[config.mk]
export PLATFORM = sky130hd
export DESIGN_NAME = uart_cmd_responder
export DESIGN_NICKNAME = d
export VERILOG_FILES = /design/src/rtl/uart_cmd_responder.sv
export SDC_FILE = /design/constraint.sdc
export NUM_CORES = 1
export LEC_CHECK = 0
export BUFFER_PORTS_ARGS = -buffer_cell sky130_fd_sc_hd__buf_4
export CORE_MARGIN = 2
export CORE_UTILIZATION = 40
export CTS_CLUSTER_SIZE = 8
export DETAILED_ROUTE_END_ITERATION = 8
export PLACE_DENSITY = 0.74
export SETUP_SLACK_MARGIN = 0.4
export SKIP_LAST_GASP = 1
export SLEW_MARGIN = 20
export SYNTH_ARGS = -nofsm -noshare
export SYNTH_HDL_FRONTEND = slang
export SYNTH_SLANG_ARGS = --single-unit
[constraint.sdc]
create_clock -name clk -period 2 [get_ports clk]
set_input_delay 0.2 -clock clk [delete_from_list [all_inputs] [get_ports clk]]
set_output_delay 0.2 -clock clk [all_outputs]
set_load 0.03 [all_outputs]
[src/rtl/uart_cmd_responder.sv]
// UART command responder: parses W/R frames, drives the register bus, replies one byte.
// Optional inter-byte frame timeout enabled by defining UART_CMD_TIMEOUT_EN.
module uart_cmd_responder #(
  parameter int ADDR_W         = 8,
  parameter int TIMEOUT_CYCLES = 250000
) (
  input  logic              clk,
  input  logic              resetn,
  input  logic [7:0]        rx_data,
  input  logic              rx_valid,
  output logic [7:0]        tx_data,
  output logic              tx_we,
  input  logic              tx_wait,
  output logic [ADDR_W-1:0] reg_addr,
  output logic [7:0]        reg_wdata,
  output logic              reg_we,
  output logic              reg_re,
  input  logic [7:0]        reg_rdata,
  output logic              busy,
  output logic              overrun,
  output logic              timeout
);

  localparam logic [7:0] OP_W  = 8'h57;
  localparam logic [7:0] OP_R  = 8'h52;
  localparam logic [7:0] RSP_K = 8'h4B;
  localparam logic [7:0] RSP_Q = 8'h3F;

  typedef enum logic [2:0] {
    IDLE,
    GET_ADDR,
    GET_DATA,
    EXEC,
    READ,
    CAPT,
    SEND
  } state_t;

  state_t state;
  state_t state_n;
  logic   op_w;
  logic   is_cmd;
  logic   drop_st;
  logic   to_hit;

  assign is_cmd  = (rx_data == OP_W) || (rx_data == OP_R);
  assign drop_st = (state == EXEC) || (state == READ) ||
                   (state == CAPT) || (state == SEND);

  assign tx_we  = (state == SEND);
  assign reg_we = (state == EXEC);
  assign reg_re = (state == READ);
  assign busy   = (state != IDLE);

  always_comb begin
    state_n = state;
    case (state)
      IDLE:
        if (rx_valid) state_n = is_cmd ? GET_ADDR : SEND;
      GET_ADDR:
        if (rx_valid)    state_n = op_w ? GET_DATA : READ;
        else if (to_hit) state_n = IDLE;
      GET_DATA:
        if (rx_valid)    state_n = EXEC;
        else if (to_hit) state_n = IDLE;
      EXEC: state_n = SEND;
      READ: state_n = CAPT;
      CAPT: state_n = SEND;
      SEND:
        if (!tx_wait) state_n = IDLE;
      default: state_n = IDLE;
    endcase
  end

  always_ff @(posedge clk) begin
    if (!resetn) begin
      state     <= IDLE;
      op_w      <= 1'b0;
      reg_addr  <= '0;
      reg_wdata <= '0;
      tx_data   <= '0;
      overrun   <= 1'b0;
    end else begin
      state <= state_n;
      if (state == IDLE && rx_valid) begin
        op_w <= (rx_data == OP_W);
        if (!is_cmd) tx_data <= RSP_Q;
      end
      if (state == GET_ADDR && rx_valid)
        reg_addr <= rx_data[ADDR_W-1:0];
      if (state == GET_DATA && rx_valid)
        reg_wdata <= rx_data;
      if (state == EXEC) tx_data <= RSP_K;
      if (state == CAPT) tx_data <= reg_rdata;
      // Bytes arriving while a command is in flight are lost.
      if (rx_valid && drop_st) overrun <= 1'b1;
    end
  end

`ifdef UART_CMD_TIMEOUT_EN
  localparam int CW = $clog2(TIMEOUT_CYCLES + 1);

  logic [CW-1:0] cnt;
  logic          in_frame;

  assign in_frame = (state == GET_ADDR) || (state == GET_DATA);
  assign to_hit   = in_frame && !rx_valid &&
                    (cnt == CW'(TIMEOUT_CYCLES - 1));

  always_ff @(posedge clk) begin
    if (!resetn) begin
      cnt     <= '0;
      timeout <= 1'b0;
    end else begin
      timeout <= to_hit;
      if (!in_frame || rx_valid || to_hit) cnt <= '0;
      else                                 cnt <= cnt + 1'b1;
    end
  end
`else
  logic unused_cfg;

  assign unused_cfg = (TIMEOUT_CYCLES > 0);
  assign to_hit     = 1'b0;
  assign timeout    = 1'b0;
`endif

endmodule

# After elaboration in Yosys (flattened, before gate mapping)
# Index checks and enable logic that the tools add are counted.
# Widths: inputs -> output; s select.
# totals
wordCells	44
regBits	29
input_bits	20
out_inout_bits	30
# classes
reduce_logical	14
n_eq_ne	13
muxes	11
# op_table
cell	n
$mux 8	4
$mux 3	6
$pmux 3 s6	1
$eq 8x7->1 const B	2
$eq 3x3->1 const B	3
$ne 2x2->1 const B	4
$eq 3x2->1 const B	2
$reduce_bool 3->1	2
$logic_and 1x1->1	4
$logic_or 1x1->1	4
$reduce_and 4->1	1
$eq 3x1->1 const B	1
$logic_not 3->1	1
$ne 3x2->1 const B	1
$reduce_and 2->1	1
$reduce_or 2->1	1

# Logic depth before layout (Yosys ltp)
# Gate-level depths: netlist (run 1).
# logic_depth
ltp_word	6
mapped_depth	5
depth_no_buf	3

# Least setup slack after synthesis (run 1)
# No wires, ideal clock.
# synth_timing
kind	flip-flop to output port
startpoint	register state[2]
endpoint	output reg_re
stages_incl_launch_ff	4
path_buffers	2
required_ns	1.800
arrival_time_ns	1.693
slack_ns	0.107
path_cell_list	dfxtp_1 -> buf_1 -> clkbuf_1 -> nor3b_1
# synth_between
elab_chain_cells	1
# synth_lines
item	line_no	text
start: declaration	39	state_t state;
start signal: assignment	84	state <= state_n;
$eq 3x3->1	52	assign reg_re = (state == READ);
end: declaration	17	output logic reg_re,
# No other way between the ends.

# Final worst setup path (run 1)
# layout_timing
startpoint	register state[1]
endpoint	output busy
# layout_between
elab_chain_cells	1
# layout_lines
item	line_no	text
$reduce_bool 3->1	53	assign busy = (state != IDLE);
end: declaration	19	output logic busy,
# No other way between the ends.

==> impl_metrics.yaml, run 1 <==
synth:
  async_flop_share: 0
  yosysSeqAreaShare: 0.4106
  synth_fp_nets: 163
  synth_edf_count: 0
  syn_avg_cell_area_um2: 9.887
  synth_area_mm2: 0.001414
  ys_ff_latch: 29
  yosysWarnings: 0
  ys.flop_type: "dfxtp_1"
  syn-instance-count: 143
  yosysUniqueCellTypes: 39
placed_design:
  numPortBuffers: 48
  gp_congestion: 0.7843
  dpl.hpwl_mm: 2.377
  placedCellCount: 229
floorplan:
  die_h_um: 63.45
  pin_count: 50
  initial_core_util: 0.4204
  design.core.area_mm2: 0.003363
  row_count: 21
  die_x_um: 63.45
  die_area_mm2: 0.004026
global_route:
  grt_max_degree: 33
  grt_pass1_vias: 1189
  grt_pass1_wl_mm: 5.361
  overflow: 0
  grt_usage: 0.1709
  grt_antenna_before_repair: 0
pwr:
  peakVddDrop_uv: 496.9
  powerDensity_mw_per_mm2: 909.9
  p_total_mw: 1.762
  leakage_nw: 0.7708
cts:
  cts_max_path_buffers: 2
  cts_buffers: 5
  cts.clk_slew.worst_paths_ps: 90
  h-tree-depth: 2
  root_buffer: "clkbuf_4"
  cts_tree: "done"
  ctsHoldBuffers: 0
  clk_latency_ps: 330
  cts_num_sinks: 29
worst_hold_path:
  hp-class: "in -> reg"
sta:
  worst_pin_slew_ps: 578.7
  fmax_mhz: 642.2
  slew_headroom: 0.6114
  min_period_over_period: 0.7786
  setup_viol: 0
  clock_skew_ps: 3.441
  hold_violations: 0
  rsz0062_at_grt: "yes"
  slew_violations: 0
  finalCriticalPeriod_ps: 1557
  fin_setup_tns_ps: 0
flow_run:
  drv_cap: 0
worst_setup_path:
  critPathCaptureType: "output pin"
  crit_fanout: 17
  crit_type: "reg -> out"
  cp.arrival_ps: 1360
  critPathRequiredTime_ps: 1800
  start_kind: "flip-flop"
finish:
  syn_to_final_growth_pct: 36.99
  insertedDiodeCount: 0
  multi_input_area_um2: 780.7
  nFillCells: 319
  regArea_um2: 589.3
  drive_gt1_frac: 0.3938
  postLayoutCoreUtil: 0.5759
  stdcell_count: 239
  fin_nets: 212
route:
  drc: 0
  via_per_inst: 5.096
  wirelength_mm: 3.271
  vias: 1218
  drt-initial-drc-count: 34
  ant_nets: 0
  wl_per_cell_um: 13.69
  dr.pass1.iters: 4
outcome:
  status: "finished, final reports clean"
[timing repair]
item / CTS / global route
pin swaps: 0 / 0
resized for setup: 2 / 8
endpoints found under the setup margin: 4 / 7
buffers inserted: 0 / 2
[registers in the layout, summed over array words and instances (netlist names)]
register,flops
op_w,1
overrun,1
reg_addr,8
reg_wdata,8
state,3
tx_data,8
[cells in the mapped netlist (2+ instances only)]
cell,count,area share
nor2b_1,21,0.093
a21oi_1,2,0.0071
nand2_1,7,0.019
inv_1,3,0.0080
clkbuf_1,7,0.019
o311a_1,3,0.021
dfxtp_1,29,0.41
a31oi_1,4,0.018
o21a_1,3,0.016
a21boi_0,3,0.016
nor4bb_1,2,0.014
buf_2,2,0.0071
mux2i_1,16,0.11
and3b_1,2,0.012
buf_6,2,0.016
o31a_1,2,0.012
o21ai_0,8,0.028
nor3b_1,6,0.032
[cells in the final DEF, fill, tap and decap left out, types with 2 or more instances in the layout]
cell / instances
dfxtp_4: 2
a21oi_1: 2
and3b_1: 2
nor2b_1: 21
a21boi_0: 3
dfxtp_1: 26
nand2_1: 7
clkbuf_8: 2
clkbuf_4: 5
nor4bb_2: 2
o31a_1: 2
o311a_1: 3
nor3b_1: 5
inv_1: 3
o21a_1: 3
o21ai_0: 8
buf_6: 4
buf_4: 51
a31oi_1: 4
mux2i_1: 16
[cells by family after synthesis]
group / after synthesis / synth area share
AO/OA/AOI/OAI: 33 / 0.1859
XOR/XNOR: 1 / 0.006196
buffers and inverters: 16 / 0.05752
flip-flops: 29 / 0.4106
multiplexers: 16 / 0.1133
other: 1 / 0.002652
AND/OR/NAND/NOR: 47 / 0.2239
[cell type report]
| class | count | area share |
|---|---|---|
| inverter | 3 | 0.005814 |
| tap | 46 | 0.02972 |
| clock inverter | 1 | 0.002584 |
| clock buffer | 7 | 0.03359 |
| multi-input combinational | 98 | 0.4031 |
| sequential | 29 | 0.3043 |
| timing repair buffer | 55 | 0.2209 |
[per-stage QoR]
stage | setup WS [ps] | cell area, µm² | hold slack [ps]
2_1_floorplan | 475.2 | 1425 | 367.0
3_3_place_gp | 510.4 | 1823 | 447.7
3_5_place_dp | 445.3 | 1823 | 458.8
4_1_cts | 356.8 | 1896 | 137.0
5_1_grt | 390.3 | 1937 | 132.9
6_report | 442.8 | 1937 | 143.2
[worst paths after layout]
check                           startpoint           end  slack (ps)  cells past startpoint
worst min-delay path            rx_data[5]  reg_wdata[5]         140                      3
worst min register to register  tx_data[0]    tx_data[0]         470                      2
worst max-delay path              state[1]          busy         440                      3
worst max register to register    state[0]    tx_data[6]         480                      3
[critical path, cell delays in order (launching register included)]
cell and delay (ps):
dfxtp_2 350, buf_6 160, or3_4 370, buf_6 140
[per-layer routing]
| layer | vias up | routed length (µm) | track usage |
|---|---|---|---|
| met4 | 0 | 51 | 0.05707 |
| met1 | 569 | 1439 | 0.1975 |
| met3 | 6 | 189 | 0.06607 |
| li1 | 605 | - | - |
| met5 | - | 0 | 0 |
| met2 | 38 | 1590 | 0.2882 |
[report_power, final]
part | internal [mW] | total [mW] | switching (mW)
Combinational | 0.301 | 0.655 | 0.354
Sequential | 0.646 | 0.697 | 0.0505
Clock | 0.203 | 0.410 | 0.207
Total | 1.15 | 1.76 | 0.612
No activity file was read; power rests on OpenSTA's default activity.
==> run 2, diff against run 1 <==
- clock period: 2 -> 1.6 ns (I/O delays scaled with it)
==> run 2 against run 1 <==
Hold slack worse by 36 ps. Clock power up 2%. Register-to-register slack worse by 350 ps. Setup slack worse by 330 ps. Wire length up 9.7%. First-iteration DRC count up 85%. Cell area up 7.2%. Power up 28%. Sequential power up 25%. Critical path depth unchanged. Combinational power up 47%. Critical path type unchanged. Sequential share of layout area down 1.9 points.
==> impl_metrics.yaml, run 2 (synthesis gave the netlist of run 1 again) <==
flow_run:
  drv_cap: 0
finish:
  fin_nets: 222
  insertedDiodeCount: 0
  final_cell_mix: "buf_4, dfxtp_1, nor2b_1, mux2i_1"
  final_common_cell: "buf_4"
  reg_top3: "reg_addr (8), reg_wdata (8), tx_data (8)"
  syn_to_final_growth_pct: 46.90
  drive_gt1_frac: 0.4532
worst_hold_path:
  holdCritStartpoint: "rx_data[5]"
  min_to: "reg_addr[5]"
  hp-class: "in -> reg"
  hold_depth: 3
pwr:
  peakVddDrop_uv: 675.3
  p_total_mw: 2.255
  leakage_nw: 0.8292
  powerDensity_mw_per_mm2: 1086
sta:
  min_period_over_period: 0.9288
  hold_violations: 0
  slew_headroom: 0.5733
  finalCriticalPeriod_ps: 1486
  timing.hold.ws_ps: 107.5
  setup_viol: 0
  fmax_mhz: 672.9
  rsz0062_at_grt: "yes"
  clock_skew_ps: 7.779
  fin_setup_tns_ps: 0
  slew_violations: 0
  worst_pin_slew_ps: 638.8
global_route:
  grt_pass1_vias: 1282
  grt_pass1_wl_mm: 6.009
  overflow: 0
  grt_usage: 0.1912
  grt_max_degree: 33
  grt_antenna_before_repair: 0
floorplan:
  pin_count: 50
  initial_core_util: 0.4204
  die_h_um: 63.45
  row_count: 21
  die_x_um: 63.45
  die_area_mm2: 0.004026
  design.core.area_mm2: 0.003363
cts:
  h-tree-depth: 2
  ctsHoldBuffers: 0
  cts.clk_slew.worst_paths_ps: 90
  cts_tree: "done"
  cts_buffers: 5
  clk_latency_ps: 330
  cts_num_sinks: 29
  root_buffer: "clkbuf_4"
  cts_max_path_buffers: 2
worst_setup_path:
  r2r-start: "state[2]"
  rr_worst_depth: 3
  timing.rr.end: "tx_data[6]"
  critPathRequiredTime_ps: 1440
  critPathCaptureType: "output pin"
  cp.arrival_ps: 1330
  rrSetupSlack_ps: 130
  crit_type: "reg -> out"
  crit_fanout: 6
  start_kind: "flip-flop"
route:
  via_per_inst: 5.076
  wirelength_mm: 3.588
  vias: 1264
  ant_nets: 0
  dr.pass1.iters: 4
  drc: 0
  wl_per_cell_um: 14.41
  drt-initial-drc-count: 63
placed_design:
  gp_congestion: 0.7927
  dpl.hpwl_mm: 2.449
  numPortBuffers: 48
outcome:
  status: "finished, final reports clean"
-- run 2: cell count changes in the layout (fill, tap and decap cells not counted), moves of 2 or more --
| cell | previous run | this run |
|---|---|---|
| buf_4 | 51 | 57 |
| a31oi_1 | 4 | 2 |
| and3b_1 | 2 | 0 |
| and3b_2 | 0 | 2 |
| buf_6 | 4 | 6 |
| buf_8 | 0 | 2 |
| clkbuf_8 | 2 | 0 |
-- run 2: layout make-up --
class	count	area, µm²
Multi-Input combinational cell	98	839.6
Clock buffer	6	41.29
Timing Repair Buffer	65	525.5
Tap cell	46	57.56
Sequential cell	29	591.8
Inverter	3	11.26
Fill cell	318	1286
Clock inverter	2	10.01
-- run 2: worst max-delay path, cell delays in order (launching register included) --
cell	delay [ps]
dfxtp_4	370
buf_8	120
or3_4	370
buf_6	140
-- run 2: how the worst max path moves through the flow --
stage | start | to
after global placement | state[0] | tx_data[0]
after CTS | state[1] | busy
final | state[1] | busy
after floorplan | state[0] | tx_data[0]
after detailed placement | state[0] | tx_data[6]
after global routing | state[2] | reg_wdata[7]
-- run 2: what timing repair did --
| item | 4_1_cts | 5_1_grt |
|---|---|---|
| pin swaps | 11 | 2 |
| resized for setup | 18 | 7 |
| buffers inserted | 11 | 0 |
| setup endpoints to repair | 32 | 33 |
-- run 2: power by group --
part	leakage, nW	total, mW	switching (mW)	internal (mW)
clock network	0.0320	0.420	0.253	0.167
logic	0.559	0.966	0.497	0.469
registers	0.239	0.869	0.0599	0.809
total	0.829	2.25	0.810	1.45
-- run 2: stage by stage --
stage               worst slack [ps]  instance area [µm²]  utilization  std cells
floorplan                      133.4                 1455            -        143
global placement               159.9                 1836       0.5458        230
detailed placement             98.75                 1836       0.5458        230
CTS                            101.2                 2043       0.6075        249
global route                   62.72                 2077       0.6176        249
finish                         113.8                 2077       0.6176        249
-- run 2: per-layer routing --
metal,global-route usage,vias to the layer above,wire length [µm],share of wire
li1,-,626,-,-
met1,0.2241,591,1509,0.42
met2,0.3211,43,1831,0.51
met3,0.06429,4,213,0.059
met4,0.07337,0,34,0.0095
met5,0,-,0,0
